**src/rtl/mem_rr_arbiter_if.sv**
```systemverilog
// Bus bundle for mem_rr_arbiter: the bundled requester ports plus the single shared memory master port.
// The slave modport is the arbiter's view; the master modport is the environment (requesters and memory).
interface mem_rr_arbiter_if #(
    parameter int NPORTS = 2,
    parameter int ADDRW  = 32,
    parameter int DATAW  = 32,
    parameter int MASKW  = DATAW / 8
);
    logic [NPORTS-1:0]       stall_o;
    logic [NPORTS*ADDRW-1:0] slave_addr_i;
    logic [NPORTS*DATAW-1:0] slave_rdata_o;
    logic [NPORTS*DATAW-1:0] slave_wdata_i;
    logic [NPORTS*MASKW-1:0] slave_mask_i;
    logic [NPORTS-1:0]       slave_we_i;
    logic [NPORTS-1:0]       slave_valid_i;
    logic [NPORTS-1:0]       slave_resp_o;
    logic [ADDRW-1:0]        master_addr_o;
    logic [DATAW-1:0]        master_rdata_i;
    logic [DATAW-1:0]        master_wdata_o;
    logic [MASKW-1:0]        master_mask_o;
    logic                    master_we_o;
    logic                    master_valid_o;
    logic                    master_resp_i;

    modport slave (
        output stall_o, slave_rdata_o, slave_resp_o,
        output master_addr_o, master_wdata_o, master_mask_o, master_we_o, master_valid_o,
        input  slave_addr_i, slave_wdata_i, slave_mask_i, slave_we_i, slave_valid_i,
        input  master_rdata_i, master_resp_i
    );

    modport master (
        input  stall_o, slave_rdata_o, slave_resp_o,
        input  master_addr_o, master_wdata_o, master_mask_o, master_we_o, master_valid_o,
        output slave_addr_i, slave_wdata_i, slave_mask_i, slave_we_i, slave_valid_i,
        output master_rdata_i, master_resp_i
    );
endinterface

```
**src/rtl/mem_rr_arbiter.sv**
```systemverilog
// Round-robin arbiter sharing one memory master port among NPORTS requesters.
// Grant and master-side request are registered; one transaction outstanding at a time.
module mem_rr_arbiter #(
    parameter int NPORTS = 2,
    parameter int ADDRW  = 32,
    parameter int DATAW  = 32,
    parameter int MASKW  = DATAW / 8
) (
    input  logic             clk_i,
    input  logic             rst_i,
    mem_rr_arbiter_if.slave  bus
);
    localparam int GW = (NPORTS > 1) ? $clog2(NPORTS) : 1;

    typedef enum logic [1:0] {
        IDLE = 2'd0,
        BUSY = 2'd1,
        DONE = 2'd2
    } state_t;

    state_t                  state_q, state_d;
    logic [GW-1:0]           grant_q, grant_d;
    logic [ADDRW-1:0]        master_addr_q, master_addr_d;
    logic [DATAW-1:0]        master_wdata_q, master_wdata_d;
    logic [MASKW-1:0]        master_mask_q, master_mask_d;
    logic                    master_we_q, master_we_d;
    logic                    master_valid_q, master_valid_d;
    logic [NPORTS*DATAW-1:0] slave_rdata_q, slave_rdata_d;
    logic [NPORTS-1:0]       slave_resp_q, slave_resp_d;

    logic [GW-1:0]           pick_hi, pick_lo, pick;
    logic                    pick_hi_vld, pick_lo_vld, pick_vld;
    logic [NPORTS-1:0]       stall;

    // Rotating priority: first requester strictly above the last grant, else the lowest one at or below it.
    always_comb begin
        pick_hi     = '0;
        pick_lo     = '0;
        pick_hi_vld = 1'b0;
        pick_lo_vld = 1'b0;
        for (int p = 0; p < NPORTS; p++) begin
            if (bus.slave_valid_i[p]) begin
                if (GW'(p) > grant_q) begin
                    if (!pick_hi_vld) begin
                        pick_hi     = GW'(p);
                        pick_hi_vld = 1'b1;
                    end
                end else if (!pick_lo_vld) begin
                    pick_lo     = GW'(p);
                    pick_lo_vld = 1'b1;
                end
            end
        end
        pick     = pick_hi_vld ? pick_hi : pick_lo;
        pick_vld = pick_hi_vld | pick_lo_vld;
    end

    always_comb begin
        state_d        = state_q;
        grant_d        = grant_q;
        master_addr_d  = master_addr_q;
        master_wdata_d = master_wdata_q;
        master_mask_d  = master_mask_q;
        master_we_d    = master_we_q;
        master_valid_d = master_valid_q;
        slave_rdata_d  = slave_rdata_q;
        slave_resp_d   = '0;
        case (state_q)
            IDLE: begin
                if (pick_vld) begin
                    grant_d        = pick;
                    master_addr_d  = bus.slave_addr_i[pick*ADDRW +: ADDRW];
                    master_wdata_d = bus.slave_wdata_i[pick*DATAW +: DATAW];
                    master_mask_d  = bus.slave_mask_i[pick*MASKW +: MASKW];
                    master_we_d    = bus.slave_we_i[pick];
                    master_valid_d = 1'b1;
                    state_d        = BUSY;
                end
            end
            BUSY: begin
                if (bus.master_resp_i) begin
                    master_valid_d = 1'b0;
                    slave_rdata_d  = {NPORTS{bus.master_rdata_i}};
                    for (int p = 0; p < NPORTS; p++) begin
                        slave_resp_d[p] = (grant_q == GW'(p));
                    end
                    state_d = DONE;
                end
            end
            // One dead cycle lets the requester drop or replace valid before re-arbitration.
            DONE: state_d = IDLE;
            default: state_d = IDLE;
        endcase
    end

    always_ff @(posedge clk_i or posedge rst_i) begin
        if (rst_i) begin
            state_q        <= IDLE;
            grant_q        <= GW'(NPORTS - 1);
            master_addr_q  <= '0;
            master_wdata_q <= '0;
            master_mask_q  <= '0;
            master_we_q    <= 1'b0;
            master_valid_q <= 1'b0;
            slave_rdata_q  <= '0;
            slave_resp_q   <= '0;
        end else begin
            state_q        <= state_d;
            grant_q        <= grant_d;
            master_addr_q  <= master_addr_d;
            master_wdata_q <= master_wdata_d;
            master_mask_q  <= master_mask_d;
            master_we_q    <= master_we_d;
            master_valid_q <= master_valid_d;
            slave_rdata_q  <= slave_rdata_d;
            slave_resp_q   <= slave_resp_d;
        end
    end

    for (genvar gi = 0; gi < NPORTS; gi++) begin : g_stall
        assign stall[gi] = bus.slave_valid_i[gi] & ~((state_q != IDLE) && (grant_q == GW'(gi)));
    end

    assign bus.stall_o        = stall;
    assign bus.slave_rdata_o  = slave_rdata_q;
    assign bus.slave_resp_o   = slave_resp_q;
    assign bus.master_addr_o  = master_addr_q;
    assign bus.master_wdata_o = master_wdata_q;
    assign bus.master_mask_o  = master_mask_q;
    assign bus.master_we_o    = master_we_q;
    assign bus.master_valid_o = master_valid_q;
endmodule
```
**src/flat_wrapper.sv**
```systemverilog
// flat-port wrapper written by rule: the top's interface ports become plain ports
module mem_rr_arbiter_flat 
#(
    parameter int NPORTS = 2,
    parameter int ADDRW  = 32,
    parameter int DATAW  = 32,
    parameter int MASKW  = DATAW / 8
)
  (clk_i, rst_i, bus_stall_o, bus_slave_rdata_o, bus_slave_resp_o, bus_master_addr_o, bus_master_wdata_o, bus_master_mask_o, bus_master_we_o, bus_master_valid_o, bus_slave_addr_i, bus_slave_wdata_i, bus_slave_mask_i, bus_slave_we_i, bus_slave_valid_i, bus_master_rdata_i, bus_master_resp_i);
  mem_rr_arbiter_if #(.NPORTS(NPORTS), .ADDRW(ADDRW), .DATAW(DATAW), .MASKW(MASKW)) bus_i ();
  input  logic clk_i;
  input  logic rst_i;
  output wire logic [$bits(bus_i.stall_o)-1:0] bus_stall_o;
  output wire logic [$bits(bus_i.slave_rdata_o)-1:0] bus_slave_rdata_o;
  output wire logic [$bits(bus_i.slave_resp_o)-1:0] bus_slave_resp_o;
  output wire logic [$bits(bus_i.master_addr_o)-1:0] bus_master_addr_o;
  output wire logic [$bits(bus_i.master_wdata_o)-1:0] bus_master_wdata_o;
  output wire logic [$bits(bus_i.master_mask_o)-1:0] bus_master_mask_o;
  output wire logic [$bits(bus_i.master_we_o)-1:0] bus_master_we_o;
  output wire logic [$bits(bus_i.master_valid_o)-1:0] bus_master_valid_o;
  input wire logic [$bits(bus_i.slave_addr_i)-1:0] bus_slave_addr_i;
  input wire logic [$bits(bus_i.slave_wdata_i)-1:0] bus_slave_wdata_i;
  input wire logic [$bits(bus_i.slave_mask_i)-1:0] bus_slave_mask_i;
  input wire logic [$bits(bus_i.slave_we_i)-1:0] bus_slave_we_i;
  input wire logic [$bits(bus_i.slave_valid_i)-1:0] bus_slave_valid_i;
  input wire logic [$bits(bus_i.master_rdata_i)-1:0] bus_master_rdata_i;
  input wire logic [$bits(bus_i.master_resp_i)-1:0] bus_master_resp_i;
  assign bus_stall_o = bus_i.stall_o;
  assign bus_slave_rdata_o = bus_i.slave_rdata_o;
  assign bus_slave_resp_o = bus_i.slave_resp_o;
  assign bus_master_addr_o = bus_i.master_addr_o;
  assign bus_master_wdata_o = bus_i.master_wdata_o;
  assign bus_master_mask_o = bus_i.master_mask_o;
  assign bus_master_we_o = bus_i.master_we_o;
  assign bus_master_valid_o = bus_i.master_valid_o;
  assign bus_i.slave_addr_i = bus_slave_addr_i;
  assign bus_i.slave_wdata_i = bus_slave_wdata_i;
  assign bus_i.slave_mask_i = bus_slave_mask_i;
  assign bus_i.slave_we_i = bus_slave_we_i;
  assign bus_i.slave_valid_i = bus_slave_valid_i;
  assign bus_i.master_rdata_i = bus_master_rdata_i;
  assign bus_i.master_resp_i = bus_master_resp_i;
  mem_rr_arbiter #(.NPORTS(NPORTS), .ADDRW(ADDRW), .DATAW(DATAW), .MASKW(MASKW)) u_core (.clk_i(clk_i), .rst_i(rst_i), .bus(bus_i));
endmodule
```
**config.mk**
```make
export PLATFORM = sky130hd
export DESIGN_NAME = mem_rr_arbiter_flat
export DESIGN_NICKNAME = d
export VERILOG_FILES = /design/src/rtl/mem_rr_arbiter_if.sv /design/src/rtl/mem_rr_arbiter.sv /design/src/flat_wrapper.sv
export SDC_FILE = /design/constraint.sdc
export NUM_CORES = 1
export LEC_CHECK = 0
export CORE_ASPECT_RATIO = 0.9
export CORE_MARGIN = 4
export CORE_UTILIZATION = 39
export DETAILED_ROUTE_END_ITERATION = 10
export GPL_TIMING_DRIVEN = 0
export PLACE_DENSITY = 0.85
export RECOVER_POWER = 100
export SLEW_MARGIN = 20
export SYNTH_ARGS = -nofsm -noshare
export SYNTH_HDL_FRONTEND = slang
export SYNTH_SLANG_ARGS = --single-unit
```
**constraint.sdc**
```tcl
create_clock -name clk_i -period 5.36 [get_ports clk_i]
set_clock_uncertainty 0.2 [all_clocks]
set_input_delay 0.804 -clock clk_i [delete_from_list [all_inputs] [get_ports clk_i]]
set_output_delay 0.804 -clock clk_i [all_outputs]
set_load 0.02 [all_outputs]
```
After elaboration in Yosys (flattened, before gate mapping)
Cells that the tools add are included.
- mux-type cells: 25
- bitwise gates (word level): 6
- order comparisons: 3
- shift operators: 3
- eq/ne operators: 3
- reductions and logical operators: 9
- operator list (kind ; number):
    $shiftx 64x7->32 ; 2
    $mux 1 ; 19
    $mux 2 ; 4
    $shiftx 8x4->4 ; 1
    $reduce_and 2->1 ; 3
    $pmux 2 s2 ; 1
    $reduce_bool 2->1 ; 2
    $not 1->1 ; 3
    $reduce_and 3->1 ; 1
    $and 1x1->1 ; 2
    $eq 2x1->1 const B ; 1
    $gt 1x1->1 const A ; 2
    $logic_and 1x1->1 ; 2
    $logic_not 2->1 ; 1
    $lt 1x2->1 const B ; 1
    $ne 2x1->1 const B ; 1
    $ne 2x2->1 const B ; 1
    $pmux 1 s2 ; 1
    $or 1x1->1 ; 1
- output and inout bits: 138
- register bits: 139
- word-level logic and storage cells: 58
- input bits: 175

Longest topological paths before layout
- word-level depth: 9
- gate-level depth with buffers: 7
- depth with buffers taken out: 3

Worst setup path after synthesis
OpenSTA, ideal clock, no wires.
- path type: register to output
- start point: register u_core.state_q[0]
- end point: output bus_stall_o[0]
- setup slack: 3.300 ns
- data required time: 4.356 ns
- stages on the path, launching flop included: 5
- arrival: 1.056 ns
- buffers on the path: 2
- path through: dfrtp_1 -> nor2_1 -> buf_2 -> buf_4 -> o21a_1
- longest elaborated chain between the ends: 4
- ends and longest elaborated chain (what ; line ; text):
    from (decl) ; mem_rr_arbiter.sv:21 ; state_t state_q, state_d;
    from (signal assigned) ; mem_rr_arbiter.sv:108 ; state_q <= state_d;
    $reduce_bool 2->1 ; mem_rr_arbiter.sv:121 ; assign stall[gi] = bus.slave_valid_i[gi] & ~((state_q != IDLE) && (grant_q == GW'(gi)));
    $logic_and 1x1->1 ; mem_rr_arbiter.sv:121 ;
    $not 1->1 ; mem_rr_arbiter.sv:121 ;
    $and 1x1->1 ; mem_rr_arbiter.sv:121 ;
    to (decl) ; flat_wrapper.sv:13 ; output wire logic [$bits(bus_i.stall_o)-1:0] bus_stall_o;
No other way between the ends.

Final worst setup path
- start point: input bus_slave_valid_i[1]
- end point: register u_core.master_addr_q[2], in the netlist u_core.bus.master_addr_o[2]
- longest elaborated chain between the ends: 3
- elaborated cells between the ends (all ways): 8
- classes of those cells: 1 x shift; 5 x mux; 1 x bitwise; 1 x reduce/logical
- ends and longest elaborated chain (what ; line ; text):
    from (decl) ; flat_wrapper.sv:25 ; input wire logic [$bits(bus_i.slave_valid_i)-1:0] bus_slave_valid_i;
    $mux 1 ; mem_rr_arbiter.sv:42 ; if (bus.slave_valid_i[p]) begin
    $mux 1 or $or 1x1->1 (tied branches) ; mem_rr_arbiter.sv:54, mem_rr_arbiter.sv:55 ;
    $shiftx 64x7->32 or $reduce_and 2->1 (tied branches) ; -- ;
    to (signal assigned) ; mem_rr_arbiter.sv:110 ; master_addr_q <= master_addr_d;
    to (decl) ; mem_rr_arbiter.sv:23 ; logic [ADDRW-1:0] master_addr_q, master_addr_d;
Several ways; a longest one is shown, not always the timed one.
A chain may end at the register's enable or synchronous reset.

==> summary.md <==
| Metric | Value |
|---|---|
| Run status | `complete, but fails checks` |
| Violated checks | `max-capacitance violations, max-slew violations` |
| Syn nets | `685` |
| Total leakage power | `3.54 nW` |
| Met3 Use GR | `0.0686` |
| Clock slew seen by the registers of the worst setup and hold paths | `0.07 ns` |
| Final worst path period need | `3.45 ns` |
| Total of flip-flops plus latches after synthesis | `107` |
| Final net count | `1009` |
| Met1 Usage GRT | `0.307` |
| Final cell utilization of the core | `0.698` |
| Endpoints failing setup | `0` |
| Wire length of the first global-routing pass | `28900 µm` |
| Number of placed I/O pins | `313` |
| Final Hold Violating Endpoints | `0` |
| Portion of the post-synthesis area used by sequential elements | `0.545` |
| Worst slew pin tran | `1.94 ns` |
| DIE HEIGHT | `115 µm` |
| Max Transition Viols Final | `41` |
| Area enclosed by the die boundary | `0.0145 mm²` |
| Top cells by area, synth | `sky130_fd_sc_hd__dfrtp_1 (54%), sky130_fd_sc_hd__nand2_1 (11%), sky130_fd_sc_hd__a31oi_1 (8.9%)` |
| Vias in the first global route | `5319` |
| TritonCTS clock tree | `done` |
| Number of antenna violations at the first check in global routing | `1` |
| Max-slew headroom at the worst pin | `-0.299` |
| Maximum operating frequency | `289 MHz` |
| Post-Synthesis Cells | `510` |
| Site row count | `38` |
| Area added between synthesis and finish | `73.4%` |
| Effective utilization at floorplan | `0.403` |
| Path type of the worst min-delay path | `reg2reg` |
| Clock tree root buffer cell | `sky130_fd_sc_hd__clkbuf_16` |
| Proportion of register bits with asynchronous set or reset after synthesis | `1.00` |
| Final critical-path share of the clock period | `0.645` |
| Number of warning messages in the yosys log | `0` |
| Top cell types by occurrence after synthesis | `sky130_fd_sc_hd__nand2_1 (141), sky130_fd_sc_hd__dfrtp_1 (106), sky130_fd_sc_hd__a21oi_1 (70), sky130_fd_sc_hd__a31oi_1 (70), sky130_fd_sc_hd__buf_4 (36)` |
| Clock tree buffer depth | `2` |
| Average wire per cell in the routed design | `18.8 µm` |
| Netlist cell types | `22` |
| Setup_tns | `0 ns` |
| Cts bufs inserted | `9` |
| Drt total wl | `18800 µm` |
| Deepest level of the CTS H-tree | `3` |
| Critical Path AT | `3.45 ns` |
| Number of DRC markers in iteration 0 | `302` |
| Library cell with the largest summed area after synthesis | `sky130_fd_sc_hd__dfrtp_1` |
| Half-perimeter wire length after detailed placement | `14900 µm` |
| Clock insertion delay at the later pin of the skew report | `0.34 ns` |
| Total global-route track usage | `0.255` |
| Most common cell in the netlist | `sky130_fd_sc_hd__nand2_1` |
| Worst R2R Start | `u_core.state_q[0]` |
| Die span in x | `126 µm` |
| Hold buffers post-CTS | `0` |
| Remaining global-route overflow | `0` |
| Vias post-DR | `5159` |
| Residual DRC | `0` |
| Number of flops mapped to enable cells by yosys | `0` |
| Pin count of the biggest net entering global routing | `68` |
| Post-cts sizing count | `0` |
| CP Class | `in2reg` |
| Depth of the worst register-to-register path | `6` |
| Placed Cells | `983` |
| Launch point of the worst path | `bus_slave_valid_i[1]` |
| Portion of synthesized cell area occupied by the leading cell type | `0.539` |
| Leading register cell type out of synthesis | `sky130_fd_sc_hd__dfrtp_1` |
| Number of nets with antenna violations after detailed routing | `0` |
| First-pass iteration count of the detailed router | `5` |
| GRT met2 Usage | `0.440` |
| Worst endpoint required time | `5.35 ns` |
| Critical Path Source Type | `input port` |
| Post-synthesis cell area | `0.00492 mm²` |
| Most crowded layer after global routing | `met2` |
| Ratio of cells with drive above 1 in the final layout | `0.114` |
| Max-cap violation count | `1` |
| Buffers on Ports | `312` |
| Routability-driven placement congestion ratio | `0.933` |
| Core area | `0.0122 mm²` |
| Number of buffers inserted to repair setup after CTS | `0` |
| Reg2Reg Setup Slack | `2.98 ns` |
| Post-Syn Area per Cell | `9.64 µm²` |
| CTS Sinks | `107` |
| Unrepaired setup endpoints after global routing | `no` |
| Power Density | `584 mW/mm²` |
| End of the worst register-to-register path | `u_core.bus.master_addr_o[2]` |
| Mean number of vias per cell | `5.16` |
| Worst setup path endpoint | `u_core.bus.master_addr_o[2]` |
| Worst vdd ir | `0.251 mV` |
| Non-filler cells, final | `1000` |
| Worst-path fanout max | `10` |
| CP endpoint kind | `flip-flop` |
metrics by stage:
step           area (µm²)  hold WS (ns)  total power [W]  worst slack, ns
2_1_floorplan        4920         0.334          0.00305             1.54
3_3_place_gp         8240         0.261          0.00449           0.0287
3_5_place_dp         8270         0.318          0.00458             2.21
4_1_cts              8570         0.335          0.00526             2.17
5_1_grt              8530         0.332          0.00526             1.69
6_report             8530         0.319          0.00498             1.91
cell usage in the layout, fill, tap and decap left out:
cell / n
sky130_fd_sc_hd__a21bo_2: 1
sky130_fd_sc_hd__a21boi_2: 1
sky130_fd_sc_hd__a21oi_1: 70
sky130_fd_sc_hd__a31oi_1: 70
sky130_fd_sc_hd__and2_0: 2
sky130_fd_sc_hd__and2_1: 1
sky130_fd_sc_hd__buf_16: 1
sky130_fd_sc_hd__buf_2: 8
sky130_fd_sc_hd__buf_4: 36
sky130_fd_sc_hd__bufinv_16: 1
sky130_fd_sc_hd__clkbuf_1: 31
sky130_fd_sc_hd__clkbuf_16: 9
sky130_fd_sc_hd__clkbuf_8: 1
sky130_fd_sc_hd__clkdlybuf4s50_1: 172
sky130_fd_sc_hd__clkinv_2: 3
sky130_fd_sc_hd__clkinvlp_2: 1
sky130_fd_sc_hd__clkinvlp_4: 1
sky130_fd_sc_hd__dfrtp_1: 106
sky130_fd_sc_hd__dfstp_2: 1
sky130_fd_sc_hd__diode_2: 1
sky130_fd_sc_hd__dlygate4sd1_1: 1
sky130_fd_sc_hd__dlygate4sd3_1: 140
sky130_fd_sc_hd__inv_1: 1
sky130_fd_sc_hd__mux2_2: 32
sky130_fd_sc_hd__nand2_1: 141
sky130_fd_sc_hd__nand2b_1: 1
sky130_fd_sc_hd__nand3b_1: 1
sky130_fd_sc_hd__nor2_1: 2
sky130_fd_sc_hd__o21a_1: 1
sky130_fd_sc_hd__o21ai_0: 2
sky130_fd_sc_hd__or2_1: 1
worst max-delay path, stage by stage:
cell                            delay (ns)
sky130_fd_sc_hd__dlygate4sd3_1        0.60
sky130_fd_sc_hd__or2_1                0.12
sky130_fd_sc_hd__clkbuf_1             0.39
sky130_fd_sc_hd__and2_0               0.19
sky130_fd_sc_hd__clkbuf_1             0.33
sky130_fd_sc_hd__clkbuf_1             0.40
sky130_fd_sc_hd__clkbuf_1             0.43
sky130_fd_sc_hd__a31oi_1              0.17
worst min path at each step:
stage,startpoint,to,cells past startpoint
4_1_cts,u_core.bus.master_valid_o,u_core.bus.master_valid_o,2
5_1_grt,u_core.bus.master_valid_o,u_core.bus.master_valid_o,2
2_1_floorplan,u_core.state_q[1],u_core.state_q[0],2
6_report,u_core.bus.master_valid_o,u_core.bus.master_valid_o,2
3_5_place_dp,u_core.bus.master_valid_o,u_core.bus.master_valid_o,2
3_3_place_gp,u_core.bus.master_valid_o,u_core.bus.master_valid_o,2
metal layers:
| layer | up-vias | wire length (µm) | share of wire |
|---|---|---|---|
| li1 | 2377 | - | - |
| met1 | 2472 | 7300 | 0.39 |
| met2 | 269 | 9490 | 0.50 |
| met3 | 41 | 1510 | 0.080 |
| met4 | 0 | 528 | 0.028 |
| met5 | - | 0 | 0 |
cell type report:
class | instances | area, µm²
Antenna cell | 1 | 2.50
Timing Repair Buffer | 313 | 3150
Inverter | 2 | 8.76
Tap cell | 160 | 200
Buffer | 75 | 432
Fill cell | 924 | 3690
Clock buffer | 11 | 243
Sequential cell | 107 | 2680
Multi-Input combinational cell | 326 | 1760
Clock inverter | 5 | 52.6
report_power, final:
part           internal [W]  switching (W)
sequential          0.00122       0.000243
combinational       0.00130        0.00155
clock              0.000373       0.000297
total               0.00289        0.00209
registers in the layout, indices dropped and copies added, names as in the netlist:
signal,cells
u_core.bus.master_addr_o,32
u_core.bus.master_wdata_o,32
u_core.bus.slave_rdata_o,32
u_core.bus.master_mask_o,4
u_core.bus.slave_resp_o,2
u_core.state_q,2
u_core.bus.master_valid_o,1
u_core.bus.master_we_o,1
u_core.grant_q,1
cells by family (layout without fill, tap and decap cells):
family                 count (synthesis)  after routing  synth area share
other                                  0              1                 0
muxes                                 32             32            0.0733
buffers and inverters                 77            406            0.0964
and+or+nand+nor                      149            149             0.118
DFF                                  107            107             0.545
AOI/OAI and AO/OA                    145            145             0.168
(Power assumes the default switching activity.)
